<file path="src/rtl/ems_page_controller_pkg.sv">
// Shared definitions for the EMS page-mapping controller: frame codes,
// I/O port stride and the write-path state encoding.
package ems_pkg;

  localparam logic [1:0] FRAME_C000 = 2'b00;
  localparam logic [1:0] FRAME_D000 = 2'b01;
  localparam logic [1:0] FRAME_E000 = 2'b10;
  localparam logic [1:0] FRAME_OFF  = 2'b11;

  localparam logic [15:0] IO_STRIDE = 16'd4;

  typedef enum logic [1:0] {
    IDLE      = 2'b00,
    WR_ACTIVE = 2'b01,
    COMMIT    = 2'b10
  } wr_state_t;

endpackage

</file>
<file path="src/rtl/ems_page_controller.sv">
// EMS page controller: four 7-bit page registers behind a 4-port I/O window,
// plus the 64 KB frame decode that steers the RAM block.
//
// state     | meaning
// IDLE      | no EMS port write in progress
// WR_ACTIVE | write strobe low on an EMS port; index/data being captured
// COMMIT    | strobe has risen; captured data written to the page register
module ems_page_controller
  import ems_pkg::*;
#(
  parameter logic [15:0] IO_BASE_0       = 16'h0260,
  parameter logic [6:0]  RESET_PAGE_BASE = 7'h00
) (
  input  logic        clock,
  input  logic        reset,
  input  logic [19:0] address,
  input  logic [7:0]  internal_data_bus,
  input  logic        io_read_n,
  input  logic        io_write_n,
  input  logic        memory_read_n,
  input  logic        memory_write_n,
  input  logic        ems_enable,
  input  logic [1:0]  ems_io_sel,
  input  logic [1:0]  ems_frame_sel,
  output logic [6:0]  map_ems [0:3],
  output logic        ems_b1,
  output logic        ems_b2,
  output logic        ems_b3,
  output logic        ems_b4,
  output logic        ems_io_select_n,
  output logic [7:0]  data_bus_out
);

  wr_state_t   state, state_next;
  logic        active_enable;
  logic [1:0]  active_frame;
  logic [15:0] io_base;
  logic        io_hit;
  logic        io_read_hit;
  logic        wr_start;
  logic        capture;
  logic        commit;
  logic        bus_idle;
  logic        frame_hit;
  logic [1:0]  wr_idx;
  logic [6:0]  wr_data;
  logic        unused_data_msb;

  assign unused_data_msb = internal_data_bus[7];

  assign io_base     = IO_BASE_0 + IO_STRIDE * {14'd0, ems_io_sel};
  assign io_hit      = (address[15:2] == io_base[15:2]);
  assign io_read_hit = io_hit & ~io_read_n & active_enable;
  assign wr_start    = io_hit & ~io_write_n & active_enable;
  assign bus_idle    = memory_read_n & memory_write_n & io_read_n & io_write_n;

  assign ems_io_select_n = ~io_read_hit;

  always_ff @(posedge clock or posedge reset) begin
    if (reset) state <= IDLE;
    else       state <= state_next;
  end

  always_comb begin
    state_next = state;
    case (state)
      IDLE:      if (wr_start) state_next = WR_ACTIVE;
      WR_ACTIVE: if (io_write_n) state_next = COMMIT;
      COMMIT:    state_next = IDLE;
      default:   state_next = IDLE;
    endcase
  end

  // Capture only while the port is addressed, so a strobe that wanders off
  // the window keeps the last valid index.
  always_comb begin
    capture = 1'b0;
    commit  = 1'b0;
    case (state)
      IDLE:      capture = wr_start;
      WR_ACTIVE: capture = io_hit & ~io_write_n;
      COMMIT:    commit  = 1'b1;
      default:   ;
    endcase
  end

  always_ff @(posedge clock or posedge reset) begin
    if (reset) begin
      wr_idx  <= 2'd0;
      wr_data <= 7'd0;
    end else if (capture) begin
      wr_idx  <= address[1:0];
      wr_data <= internal_data_bus[6:0];
    end
  end

  always_ff @(posedge clock or posedge reset) begin
    if (reset) begin
      for (int i = 0; i < 4; i++) map_ems[i] <= RESET_PAGE_BASE + 7'(i);
    end else if (commit) begin
      map_ems[wr_idx] <= wr_data;
    end
  end

  // Registered readback; a same-cycle commit is seen one cycle later.
  always_ff @(posedge clock or posedge reset) begin
    if (reset)            data_bus_out <= 8'd0;
    else if (io_read_hit) data_bus_out <= {1'b0, map_ems[address[1:0]]};
    else                  data_bus_out <= 8'd0;
  end

  // Configuration only moves between bus cycles so the frame is stable under an access.
  always_ff @(posedge clock or posedge reset) begin
    if (reset) begin
      active_enable <= 1'b0;
      active_frame  <= FRAME_OFF;
    end else if (bus_idle) begin
      active_enable <= ems_enable;
      active_frame  <= ems_frame_sel;
    end
  end

  assign frame_hit = active_enable & (active_frame != FRAME_OFF) &
                     (address[19:16] == {2'b11, active_frame});

  assign ems_b1 = frame_hit & (address[15:14] == 2'd0);
  assign ems_b2 = frame_hit & (address[15:14] == 2'd1);
  assign ems_b3 = frame_hit & (address[15:14] == 2'd2);
  assign ems_b4 = frame_hit & (address[15:14] == 2'd3);

endmodule
</file>
<file path="config.mk">
export PLATFORM = sky130hd
export DESIGN_NAME = ems_page_controller
export DESIGN_NICKNAME = d
export VERILOG_FILES = /design/src/rtl/ems_page_controller_pkg.sv /design/src/rtl/ems_page_controller.sv
export SDC_FILE = /design/constraint.sdc
export NUM_CORES = 1
export LEC_CHECK = 0
export BUFFER_PORTS_ARGS = -buffer_cell sky130_fd_sc_hd__clkbuf_2
export CAP_MARGIN = 20
export CELL_PAD_IN_SITES_DETAIL_PLACEMENT = 0
export CELL_PAD_IN_SITES_GLOBAL_PLACEMENT = 2
export CORE_ASPECT_RATIO = 1.4
export CORE_MARGIN = 2
export CORE_UTILIZATION = 29
export CTS_CLUSTER_SIZE = 8
export DETAILED_ROUTE_END_ITERATION = 12
export GPL_TIMING_DRIVEN = 0
export PLACE_DENSITY = 0.81
export RECOVER_POWER = 100
export SYNTH_ARGS = -nofsm -noshare
export SYNTH_HDL_FRONTEND = slang
export SYNTH_SLANG_ARGS = --single-unit
</file>
<file path="constraint.sdc">
create_clock -name clock -period 1.49 [get_ports clock]
set_input_delay 0.149 -clock clock [delete_from_list [all_inputs] [get_ports clock]]
set_output_delay 0.149 -clock clock [all_outputs]
set_load 0.01 [all_outputs]
</file>
==> results of run 1 <==
stage by stage:
| step | total power, mW | setup slack [ps] |
|---|---|---|
| floorplan | 1.485 | -113.2 |
| global placement | 1.560 | -473.6 |
| detailed placement | 1.570 | -544.5 |
| CTS | 2.347 | -334.0 |
| global route | 2.407 | -384.1 |
| finish | 2.292 | -298.5 |
final timing paths:
kind,from,to,slack (ps)
worst max register to register,state[0],map_ems[19],-40
max in group asynchronous,reset,wr_idx[1],240
worst min register to register,state[1],state[1],510
min in group asynchronous,reset,map_ems[20],300
worst min-delay path,internal_data_bus[2],wr_data[2],70
worst max-delay path,active_frame[1],ems_b2,-300
metal layers:
metal  vias up  track usage, %  routed length [um]
li1        698               -                   -
met4         0           3.954                  82
met2        55           22.61                2659
met1       750           15.54                2231
met5         -               0                   0
met3         8           3.283                 276
critical path: cells and delay by family (launching register included):
kind                      cells  cell delay (ps)
AOI/OAI and AO/OA             1              270
xor gates and xnor gates      1              150
buffers and inverters         1              140
DFF                           1              560
and+or+nand+nor               2              230
timing repair:
action,in CTS,in global routing
hold buffers,1,0
gates resized for setup,5,21
pin swaps,7,4
gates cloned,0,0
setup buffers,5,0
endpoints found under the hold margin,40,0
endpoints found under the setup margin,49,28
state kept, by name, summed over array words and instances, names as in the netlist:
signal         cells
data_bus_out       7
wr_data            7
active_frame       2
active_enable      1
map_ems           28
wr_idx             2
state              2
power breakdown:
group	total (mW)	switching [mW]	internal, mW
clock network	0.751	0.425	0.326
registers	1.38	0.0205	1.36
logic	0.164	0.0830	0.0812
Yosys cell counts, types with 2 or more instances:
cell type / n
nor2b_1: 8
and3b_1: 2
nor3_1: 3
dfrtp_1: 43
nand4_1: 2
clkbuf_1: 5
nor2_1: 2
xor2_1: 3
nor4bb_1: 3
dfstp_2: 6
mux4_2: 7
mux2_2: 40
logic make-up after synthesis:
family / count (synthesis) / synth area share, %
AOI/OAI and AO/OA: 3 / 2.110
xor gates and xnor gates: 3 / 1.197
buffers and inverters: 7 / 1.368
DFF: 49 / 56.21
muxes: 47 / 27.71
other: 1 / 0.1709
and+or+nand+nor: 31 / 11.23
final cells by class:
| type | count | area [um2] | area share, % |
|---|---|---|---|
| tap | 97 | 121.4 | 4.236 |
| buffer | 5 | 30.03 | 1.048 |
| inverter | 1 | 3.754 | 0.1310 |
| clock inverter | 2 | 10.01 | 0.3493 |
| timing repair buffer | 82 | 381.6 | 13.32 |
| multi-input combinational | 85 | 1010 | 35.24 |
| clock buffer | 6 | 72.57 | 2.533 |
| sequential | 49 | 1236 | 43.14 |
==> reports/metrics.csv, run 1 <==
stage,metric,value,unit
cells_and_area,stdcell_count,327,
sta,worst_slack,-298.5,ps
floorplanning,dieWidth,77.52,um
cells_and_area,mostFrequentLayoutCell,clkbuf_2,
pwr,p_per_area,799.8,nW/um2
critical_path,critPathMaxFanout,4,
floorplanning,ioPinCount,80,
synthesis,synth_area_leader_cell,dfrtp_1,
synthesis,syn_area,2195,um2
cells_and_area,area_delta_synth_final,30.56,%
clocking,ctsHtreeMaxLevel,2,
placed_design,hpwl,3.646,mm
clocking,clk_latency,300,ps
routing,dr.pass1.iters,3,
sta,tns,-2408,ps
sta,finClkSkew,6.365,ps
critical_path,start_kind,register,
synthesis,synth_edf_count,0,
cells_and_area,fin_util,38.93,%
synthesis,synth-main-ff-cell,dfrtp_1,
synthesis,ys_warn_count,0,
cells_and_area,layout-drive-gt1-share,51.74,%
outcome,violations,setup timing,
clocking,clkTransAtPathRegs,90,ps
synthesis,syn_inst,141,
sta,fmax,559.1,MHz
clocking,cts_made_buffers,5,
critical_path,crit_slowest_cell,dfstp_2,
cells_and_area,nNetsFinal,268,
placed_design,dp_cells,314,
synthesis,avgSynthCellArea,15.56,um2
sta,finalSetupViolations,23,
routing,routedWlPerCell,16.06,um
sta,max_slew_margin,45.97,%
critical_path,reg2regPathDepth,3,
critical_path,cpPeakStageDelay,560,ps
sta,min_period_over_period,120.0,%
routing,drtIter0Drc,51,
clocking,clockBufferDepth,2,
synthesis,synth-async-reset-ratio,100.0,%
sta,fin_crit,1789,ps
outcome,status,"finished, violations left",
routing,viasPerCell,4.621,
routing,route.detailed.drc,0,
cells_and_area,diodes,0,
global_route,grt-ovfl-total,0,
worst_hold_path,holdPathStages,2,
critical_path,crit_arrival,1640,ps
clocking,clock-root-buffer,clkbuf_8,
critical_path,required,1340,ps
global_route,grt_usage,12.91,%
pwr,peakVddDrop,0.4079,mV
cells_and_area,fin_area,2865,um2
global_route,antenna_found_initial,0,
flow_run,maxCapViolCount,0,
worst_hold_path,worstHoldPathType,in2reg,
global_route,grt_pass1_wl,8.114,mm
sta,hold_violations,0,
floorplanning,dieHeight,106.9,um
sta,hold-worst-slack,72.89,ps
routing,drt_wl_total,5.250,mm
floorplanning,dieArea,8289,um2
routing,ant_nets,0,
pwr,leakagePower,1.343,nW
cells_and_area,n_fill_cell,751,
cells_and_area,final_cell_mix,"clkbuf_2, dfrtp_1, clkbuf_1",
synthesis,synth_seq_area_share,56.21,%
floorplanning,rows,37,
synthesis,synth_top_area_share,49.03,%
clocking,cts_sinks,49,
routing,num_vias,1511,
critical_path,cp-end-kind,output port,
clocking,cts_tree,yes,
sta,tightestPinTransition,803.0,ps
global_route,grt_max_degree,44,
critical_path,path_cells,xor2_1 -> nor3_1 -> o2111a_1 -> and3b_1 -> buf_2,
synthesis,syn-num-nets,180,
critical_path,path_class,reg2out,
floorplanning,start_util,29.81,%
synthesis,ys_types,29,
floorplanning,core-area,7361,um2
global_route,first_global_vias,1589,
sta,finalMaxSlewViolations,0,
placed_design,gp_congestion,0.6920,
synthesis,synth_area_leaders,"dfrtp_1, mux2_2, dfstp_2, mux4_2, nor2b_1",
placed_design,port_buffers,75,
synthesis,ys_ff_latch,49,
sta,rsz0062_at_grt,true,
placed_design,place_area,2723,um2
Note: power is estimated with default switching activity, not from simulation.
==> run 2: changes to the inputs <==
==> constraint.sdc (replaced) <==
create_clock -name clock -period 1.49 [get_ports clock]
set_input_delay 0.0745 -clock clock [delete_from_list [all_inputs] [get_ports clock]]
set_output_delay 0.0745 -clock clock [all_outputs]
set_load 0.01 [all_outputs]
==> run 2 against run 1 <==
  * The run still ends with setup timing left
  * Clock-buffer cell count is the same
  * Cell area grew 2.4%
  * Total power grew 0.58%
  * Critical path depth is the same
  * Routed wire length grew 1.1%
  * Clock skew shrank 0.71 ps
  * Clock power is essentially flat
  * First-iteration DRC count shrank 3.9%
  * Global-route usage grew 0.13 points
  * Flip-flop and latch count is the same
==> reports/metrics.csv, run 2 (synthesis results as in run 1) <==
stage,metric,value,unit
pwr,p_per_area,786.0,nW/um2
global_route,first_global_vias,1619,
floorplanning,dieHeight,106.9,um
sta,finalSetupViolations,22,
sta,rsz0062_at_grt,true,
critical_path,rr_endpoint,map_ems[19],
floorplanning,ioPinCount,80,
sta,max_slew_margin,45.90,%
placed_design,place_ws,-395.5,ps
routing,ant_nets,0,
cells_and_area,n_fill_cell,747,
sta,fmax,584.0,MHz
placed_design,hpwl,3.646,mm
placed_design,port_buffers,75,
routing,num_vias,1537,
floorplanning,core-area,7361,um2
cells_and_area,multi_input_area,1010,um2
clocking,ctsHtreeMaxLevel,2,
global_route,grt_usage,13.04,%
clocking,clock-root-buffer,clkbuf_8,
clocking,clockBufferDepth,2,
global_route,grt_pass1_wl,8.197,mm
routing,routedWlPerCell,15.90,um
sta,tns,-1420,ps
cells_and_area,largest_reg_flops,28,
cells_and_area,regArea,1236,um2
cells_and_area,stdcell_count,334,
placed_design,gp_congestion,0.6920,
sta,finalMaxSlewViolations,0,
critical_path,r2r_start,state[0],
pwr,leakagePower,1.367,nW
clocking,clk_latency,300,ps
floorplanning,dieArea,8289,um2
floorplanning,start_util,29.81,%
cells_and_area,mostFrequentLayoutCell,dfrtp_1,
global_route,grt-ovfl-total,0,
worst_hold_path,worstHoldPathType,in2reg,
routing,drt_wl_total,5.310,mm
cells_and_area,final_cell_mix,"dfrtp_1, clkbuf_2, clkbuf_1",
outcome,violations,setup timing,
cells_and_area,layout-drive-gt1-share,49.37,%
routing,drtIter0Drc,49,
placed_design,dp_cells,314,
clocking,clkTransAtPathRegs,80,ps
critical_path,start_kind,register,
routing,route.detailed.drc,0,
sta,fin_crit,1712,ps
pwr,power.total,2.305,mW
critical_path,critPathMaxFanout,4,
critical_path,reg2regPathDepth,3,
clocking,cts_sinks,49,
sta,finClkSkew,5.654,ps
critical_path,path_class,reg2out,
flow_run,maxCapViolCount,0,
floorplanning,dieWidth,77.52,um
cells_and_area,regMostFlops,map_ems,
routing,dr.pass1.iters,3,
critical_path,cp-end-kind,output port,
outcome,status,"finished, violations left",
critical_path,cpPeakStageDelay,560,ps
pwr,peakVddDrop,0.4176,mV
clocking,cts_made_buffers,5,
sta,tightestPinTransition,804.0,ps
sta,hold_violations,0,
sta,worst_slack,-222.3,ps
worst_hold_path,holdPathStages,2,
global_route,grt_max_degree,44,
worst_hold_path,min_from,internal_data_bus[6],
clocking,cts_tree,yes,
global_route,antenna_found_initial,0,
cells_and_area,diodes,0,
critical_path,crit_arrival,1640,ps
cells_and_area,nNetsFinal,275,
worst_hold_path,holdPathEnd,wr_data[6],
routing,viasPerCell,4.602,
critical_path,crit_slowest_cell,dfstp_2,
cells_and_area,fin_util,39.84,%
floorplanning,rows,37,
critical_path,r2r_slack,-40,ps
sta,min_period_over_period,114.9,%
cells_and_area,area_delta_synth_final,33.64,%
cells_and_area,reg_top3,"map_ems (28), data_bus_out (7), wr_data (7)",
critical_path,required,1420,ps
critical_path,path_cells,xor2_1 -> nor3_1 -> o2111a_1 -> and3b_1 -> buf_2,
run 2: stage by stage:
step	area, um2	hold slack [ps]
final	2933	15.13
after CTS	2927	1.942
after global routing	2933	1.613
after global placement	2703	307.0
after floorplan	2206	148.0
after detailed placement	2723	-32.97
run 2: timing repair:
item,CTS,global route
endpoints found under the hold margin,49,1
setup buffers,5,0
hold buffers,7,1
cloned,0,0
pin swaps,7,4
endpoints found under the setup margin,49,27
gates resized for setup,5,21
run 2: worst max-delay path by stage:
stage                          startpoint               to  cells after the start
after CTS                 active_frame[1]           ems_b1                      5
final                     active_frame[1]           ems_b2                      5
after global routing      active_frame[1]           ems_b1                      5
after floorplan               address[10]       wr_data[0]                      4
after global placement              reset      map_ems[17]                      2
after detailed placement      address[15]  ems_io_select_n                      4
run 2: report_power, final:
group	total [mW]	leakage (nW)	switching (mW)	internal [mW]
registers	1.38	0.658	0.0205	1.36
logic	0.179	0.664	0.0861	0.0927
clock network	0.750	0.0450	0.424	0.326
run 2: worst max-delay path: cells and delay by family (launching register included):
family / cells / cell delay, ps
flops: 1 / 560
compound gates: 1 / 270
simple gates: 2 / 230
xor+xnor: 1 / 150
buf+inv: 1 / 130
run 2: per-layer routing:
layer,up-vias,global-route usage [%],part of all wire [%]
met5,-,0,0
met4,0,3.954,1.5
met2,55,22.98,51
li1,710,-,-
met1,764,15.60,42
met3,8,3.283,5.2
run 2: area by class of cell:
class | count | share of cell area, %
inverter | 1 | 0.1280
multi-input combinational | 85 | 34.43
tap | 97 | 4.138
clock inverter | 2 | 0.3413
sequential | 49 | 42.15
timing repair buffer | 89 | 15.32
clock buffer | 6 | 2.474
buffer | 5 | 1.024
